File: src/rtl/riscv_cpu_pkg.sv
// Shared CPU definitions used by the fetch stage: widths, the fetch entry
// record, and the PC alignment helper.
package riscv_cpu_pkg;

  localparam int XLEN = 32;
  localparam int ILEN = 32;

  localparam logic [XLEN-1:0] PC_MISALIGN_MASK = 32'h0000_0003;

  typedef struct packed {
    logic [XLEN-1:0] pc;
    logic [ILEN-1:0] instr;
  } fetch_entry_t;

  function automatic logic pc_misaligned(input logic [XLEN-1:0] pc);
    return (pc & PC_MISALIGN_MASK) != 32'h0000_0000;
  endfunction

endpackage

File: src/rtl/fetch_order_fifo.sv
// Ordered fetch buffer: slots are allocated at request time (PC stored),
// filled in order as responses return, and read out in order by decode.
module fetch_order_fifo
  import riscv_cpu_pkg::*;
#(
  parameter int DEPTH = 2,
  localparam int PW = $clog2(DEPTH) + 1
) (
  input  logic            clk,
  input  logic            rst_n,
  input  logic            clr,
  input  logic            alloc_en,
  input  logic [XLEN-1:0] alloc_pc,
  input  logic            fill_en,
  input  logic [ILEN-1:0] fill_instr,
  input  logic            rd_en,
  output logic [PW-1:0]   used_cnt,
  output logic [PW-1:0]   pend_cnt,
  output logic            filled,
  output fetch_entry_t    head
);

  localparam logic [PW-1:0] PTR_ONE  = PW'(1);
  localparam logic [PW-1:0] PTR_ZERO = PW'(0);

  logic [PW-1:0] alloc_ptr_r;
  logic [PW-1:0] fill_ptr_r;
  logic [PW-1:0] rd_ptr_r;
  fetch_entry_t  slot_r [DEPTH];

  // Pointer registers; each advances independently, all clear on redirect.
  always_ff @(posedge clk or negedge rst_n) begin
    if (!rst_n) begin
      alloc_ptr_r <= PTR_ZERO;
      fill_ptr_r  <= PTR_ZERO;
      rd_ptr_r    <= PTR_ZERO;
    end else if (clr) begin
      alloc_ptr_r <= PTR_ZERO;
      fill_ptr_r  <= PTR_ZERO;
      rd_ptr_r    <= PTR_ZERO;
    end else begin
      if (alloc_en) alloc_ptr_r <= alloc_ptr_r + PTR_ONE;
      if (fill_en)  fill_ptr_r  <= fill_ptr_r + PTR_ONE;
      if (rd_en)    rd_ptr_r    <= rd_ptr_r + PTR_ONE;
    end
  end

  // Slot storage: PC written at allocation, instruction written at fill.
  always_ff @(posedge clk or negedge rst_n) begin
    if (!rst_n) begin
      for (int i = 0; i < DEPTH; i++) begin
        slot_r[i] <= '0;
      end
    end else begin
      if (alloc_en && !clr) slot_r[alloc_ptr_r[PW-2:0]].pc    <= alloc_pc;
      if (fill_en && !clr)  slot_r[fill_ptr_r[PW-2:0]].instr  <= fill_instr;
    end
  end

  assign used_cnt = alloc_ptr_r - rd_ptr_r;
  assign pend_cnt = alloc_ptr_r - fill_ptr_r;
  assign filled   = (fill_ptr_r != rd_ptr_r);
  assign head     = slot_r[rd_ptr_r[PW-2:0]];

endmodule

File: src/rtl/instr_fetch.sv
// Instruction fetch stage: issues in-order memory reads for pc_in, buffers the
// returned words, and hands them to decode; drops stale responses after a redirect.
module instr_fetch #(
  parameter int DEPTH = 2,
  parameter int XLEN  = 32
) (
  input  logic            clk,
  input  logic            rst_n,
  input  logic            halt,
  input  logic            flush,
  input  logic [XLEN-1:0] pc_in,
  output logic            freeze_pc,
  output logic            imem_req_valid,
  input  logic            imem_req_ready,
  output logic [XLEN-1:0] imem_addr,
  input  logic            imem_rsp_valid,
  input  logic [XLEN-1:0] imem_rsp_data,
  output logic            dec_valid,
  input  logic            dec_ready,
  output logic [XLEN-1:0] dec_instr,
  output logic [XLEN-1:0] dec_pc,
  output logic            dec_misaligned
);

  import riscv_cpu_pkg::*;

  localparam int PW = $clog2(DEPTH) + 1;
  localparam logic [PW-1:0] CNT_ZERO = PW'(0);
  localparam logic [PW-1:0] CNT_ONE  = PW'(1);
  localparam logic [PW:0]   CREDIT_MAX = (PW + 1)'(DEPTH);

  logic [PW-1:0] used_s;
  logic [PW-1:0] pend_s;
  logic [PW-1:0] discard_cnt_r;
  logic [PW-1:0] discard_nxt_s;
  logic [PW:0]   credit_s;
  logic          filled_s;
  logic          req_hs_s;
  logic          rsp_take_s;
  logic          rsp_drop_s;
  logic          rsp_fill_s;
  logic          dec_hs_s;
  fetch_entry_t  head_s;

  // Credit covers both live slots and responses still owed for flushed requests.
  assign credit_s       = {1'b0, used_s} + {1'b0, discard_cnt_r};
  assign imem_req_valid = rst_n && !halt && !flush && (credit_s < CREDIT_MAX);
  assign req_hs_s       = imem_req_valid && imem_req_ready;
  assign freeze_pc      = !req_hs_s;
  assign imem_addr      = pc_in;

  // A response with nothing outstanding is taken by neither path.
  assign rsp_take_s = imem_rsp_valid && ((discard_cnt_r != CNT_ZERO) || (pend_s != CNT_ZERO));
  assign rsp_drop_s = imem_rsp_valid && (discard_cnt_r != CNT_ZERO);
  assign rsp_fill_s = rsp_take_s && !rsp_drop_s && !flush;
  assign dec_hs_s   = filled_s && dec_ready && !flush;

  // Next discard count: a redirect inherits every unfilled request.
  always_comb begin
    discard_nxt_s = discard_cnt_r;
    if (flush) begin
      discard_nxt_s = discard_cnt_r + pend_s - (rsp_take_s ? CNT_ONE : CNT_ZERO);
    end else if (rsp_drop_s) begin
      discard_nxt_s = discard_cnt_r - CNT_ONE;
    end else begin
      discard_nxt_s = discard_cnt_r;
    end
  end

  // Discard counter register.
  always_ff @(posedge clk or negedge rst_n) begin
    if (!rst_n) begin
      discard_cnt_r <= CNT_ZERO;
    end else begin
      discard_cnt_r <= discard_nxt_s;
    end
  end

  fetch_order_fifo #(
    .DEPTH (DEPTH)
  ) u_fifo (
    .clk        (clk),
    .rst_n      (rst_n),
    .clr        (flush),
    .alloc_en   (req_hs_s),
    .alloc_pc   (pc_in),
    .fill_en    (rsp_fill_s),
    .fill_instr (imem_rsp_data),
    .rd_en      (dec_hs_s),
    .used_cnt   (used_s),
    .pend_cnt   (pend_s),
    .filled     (filled_s),
    .head       (head_s)
  );

  assign dec_valid      = filled_s;
  assign dec_instr      = head_s.instr;
  assign dec_pc         = head_s.pc;
  assign dec_misaligned = pc_misaligned(head_s.pc);

endmodule

File: config.mk
export PLATFORM = sky130hd
export DESIGN_NAME = instr_fetch
export DESIGN_NICKNAME = d
export VERILOG_FILES = /design/src/rtl/riscv_cpu_pkg.sv /design/src/rtl/fetch_order_fifo.sv /design/src/rtl/instr_fetch.sv
export SDC_FILE = /design/constraint.sdc
export NUM_CORES = 1
export LEC_CHECK = 0
export ABC_AREA = 1
export CORE_ASPECT_RATIO = 1.1
export CORE_MARGIN = 4
export CORE_UTILIZATION = 50
export CTS_CLUSTER_DIAMETER = 200
export DETAILED_ROUTE_END_ITERATION = 16
export GPL_ROUTABILITY_DRIVEN = 0
export PLACE_DENSITY = 0.81
export SYNTH_ARGS = -nofsm -noshare
export SYNTH_HDL_FRONTEND = slang
export SYNTH_SLANG_ARGS = --single-unit
File: constraint.sdc
create_clock -name clk -period 3.7 [get_ports clk]
set_clock_uncertainty 0.1 [all_clocks]
set_input_delay 0.37 -clock clk [delete_from_list [all_inputs] [get_ports clk]]
set_output_delay 0.37 -clock clk [all_outputs]
set_load 0.005 [all_outputs]
==> flow_metrics.tcl <==
set metrics [dict create \
    fin_crit_ps 3470 \
    grt_overflow_total 0 \
    grt_use_met3_pct 5.50 \
    final_cells 1158 \
    io_buffer_count 170 \
    met2_usage_pct 36.6 \
    die_w_um 119 \
    nets 1039 \
    grt_max_degree 72 \
    r2r_slack_ps 590 \
    synth-seq-area-share_pct 50.2 \
    r2r_start "u_fifo.alloc_ptr_r[0]" \
    synth-edff-count 0 \
    synth-compound-area-share_pct 13.8 \
    clock_path_buffers 2 \
    setup_viol 0 \
    power_density_mw_per_mm2 733 \
    syn-num-nets 916 \
    wirelength_um 16900 \
    clk_latency_ps 410 \
    synth-xor-area-share_pct 0.904 \
    r2r_cells 10 \
    wl_per_cell_um 14.6 \
    vias 5887 \
    synth_top_family_by_area "simple AND/OR/NAND/NOR gates" \
    synthAdderAreaFrac_pct 1.22 \
    rsz0062_at_grt "no" \
    initial_utilization_pct 51.1 \
    rows 44 \
    dp.cells 1126 \
    criticalPathCategory "reg2out" \
    grt_antenna_before_repair 0 \
    vias_per_cell 5.08 \
    synth_cells 839 \
    post_cts_resized 0 \
    drive_above_1_share_pct 6.67 \
    drc 0 \
    synth_seq_cells 136 \
    gr-usage-met1_pct 29.8 \
    cp_max_fo 17 \
    critPathArrivalTime_ps 3000 \
    ys_async_sr_fraction_pct 100 \
    ys_types 28 \
    cts_setup_buffers 0 \
    grt_first_pass_wirelength_um 28100 \
    synth_flop_cell "dfrtp_1" \
    r2r_end "u_fifo.slot_r[107]" \
    ios 171 \
    die_h_um 130 \
    h-tree-depth 4 \
    cts_sinks 136 \
    cts_tree "built" \
    clk_pin_slew_worst_paths_ps 60 \
    final_util_pct 67.3 \
    p_leak_nw 4.23 \
    dr.first_iter.drc_count 537 \
    cap_violations 0 \
    busiest_layer "met2" \
    syn_area_mm2 0.00679 \
    dieArea_mm2 0.0155 \
    slew_viol_final 0 \
    grt_pass1_vias 5826 \
    tns_ps 0 \
    firstDrtPassIters 5 \
    antenna_left 0 \
    ir_drop_mv 0.325 \
    synth-simple-area-share_pct 22.1 \
    slew-limit-headroom_pct 39.6 \
    ctsHoldBuffers 1 \
    clock-root-buffer "clkbuf_16" \
    area_growth_pct 31.5 \
    tightest_slew_ps 906 \
    track_usage_pct 22.3 \
    finalPower_mw 6.54 \
    start_kind "register" \
    fmaxAchievable_mhz 288 \
    hold_class "in2async" \
    hpwl_um 10900 \
    required_ps 3230 \
    post-route-period-util_pct 93.8 \
    avgSynthCellArea_um2 8.09 \
    n_antenna_cell 0 \
    muxShareOfSynthArea_pct 0 \
    status "finished clean" \
    ys_warn_count 0 \
    core_area_mm2 0.0133 \
    numCtsBuffers 17 \
    cp-end-kind "output port" \
    hold_viol_final 0 \
]
state kept, by name (all words and copies together) (netlist names):
| register | count |
|---|---|
| u_fifo.fill_ptr_r | 2 |
| discard_cnt_r | 2 |
| u_fifo.slot_r | 128 |
| u_fifo.rd_ptr_r | 2 |
| u_fifo.alloc_ptr_r | 2 |
worst max-delay path, stage by stage (launching register included):
cell and delay, ps:
dfrtp_1 470, inv_2 60, ha_1 270, or2_2 310
fa_1 510, nand3_2 100, nor3_4 180, nand2_4 190
clkdlybuf4s50_1 500
report_power, final:
group / switching, mW / leakage, nW / internal (mW)
logic: 1.28 / 2.30 / 1.32
registers: 0.218 / 1.66 / 2.06
clock network: 0.644 / 0.277 / 1.02
cell families after synthesis:
group,count (synthesis)
buffers and inverters,162
flip-flops,136
XOR/XNOR,7
AO/OA/AOI/OAI,170
adder cells (fa/ha/maj),6
AND/OR/NAND/NOR,358
cell usage in the layout, fill, tap and decap left out, types with 2 or more instances in the layout:
cell type | synthesis | final
nor2_2 | 1 | 2
xnor2_1 | 3 | 3
dfrtp_1 | 136 | 135
clkinv_2 | 0 | 4
o21bai_1 | 32 | 32
clkbuf_8 | 0 | 2
nand2_1 | 272 | 272
inv_2 | 3 | 4
xor2_1 | 4 | 4
nand4_1 | 2 | 2
clkdlybuf4s50_1 | 0 | 169
nor2_4 | 2 | 2
clkinvlp_4 | 0 | 4
nor2_1 | 4 | 3
or2_2 | 2 | 2
inv_1 | 75 | 74
clkinv_4 | 0 | 2
clkbuf_16 | 0 | 17
nand3_2 | 2 | 2
nand2_4 | 2 | 2
bufinv_16 | 0 | 2
nand3_1 | 69 | 69
o21ai_0 | 128 | 128
o21ai_1 | 5 | 5
a21oi_1 | 4 | 4
buf_4 | 44 | 16
ha_1 | 5 | 5
Yosys cell counts (4+ instances only):
cell / instances / area share, %
dfrtp_1: 136 / 50
xor2_1: 4 / 0.52
ha_1: 5 / 0.92
nor2_1: 4 / 0.22
nand3_1: 69 / 5.1
o21bai_1: 32 / 3.5
o21ai_0: 128 / 9.4
buf_2: 7 / 0.52
nand2_1: 272 / 15
clkbuf_1: 29 / 1.6
o21ai_1: 5 / 0.37
a21oi_1: 4 / 0.30
inv_1: 75 / 4.1
buf_4: 44 / 4.9
stage by stage:
| step | cell area [um2] | hold WS, ps | setup WS (ps) |
|---|---|---|---|
| after floorplan | 6790 | -25.6 | 809 |
| after global placement | 8330 | 76.9 | 750 |
| after detailed placement | 8330 | 75.5 | 613 |
| after CTS | 8920 | 207 | 206 |
| after global routing | 8920 | 230 | 106 |
| final | 8920 | 220 | 231 |
area by class of cell:
cell class / count / area (um2)
Sequential cell: 136 / 3400
Inverter: 79 / 297
Tap cell: 184 / 230
Timing Repair Buffer: 187 / 1830
Clock buffer: 19 / 453
Fill cell: 1085 / 4340
Clock inverter: 12 / 128
Multi-Input combinational cell: 541 / 2580
routing by layer:
layer  vias up  wire, um
met5         -         0
met4         0       131
met3         9      1210
met2       218      8090
met1      2776      7430
li1       2884         -
how the worst max path moves through the flow:
stage,depth (start not counted),from,slack (ps),to
after CTS,8,u_fifo.alloc_ptr_r[0],210,freeze_pc
after detailed placement,10,u_fifo.alloc_ptr_r[0],610,u_fifo.slot_r[107]
after global placement,8,u_fifo.alloc_ptr_r[0],750,freeze_pc
final,8,u_fifo.alloc_ptr_r[0],230,freeze_pc
after global routing,8,u_fifo.alloc_ptr_r[0],110,freeze_pc
after floorplan,9,u_fifo.alloc_ptr_r[0],810,freeze_pc
No activity file was read; power rests on OpenSTA's default activity.
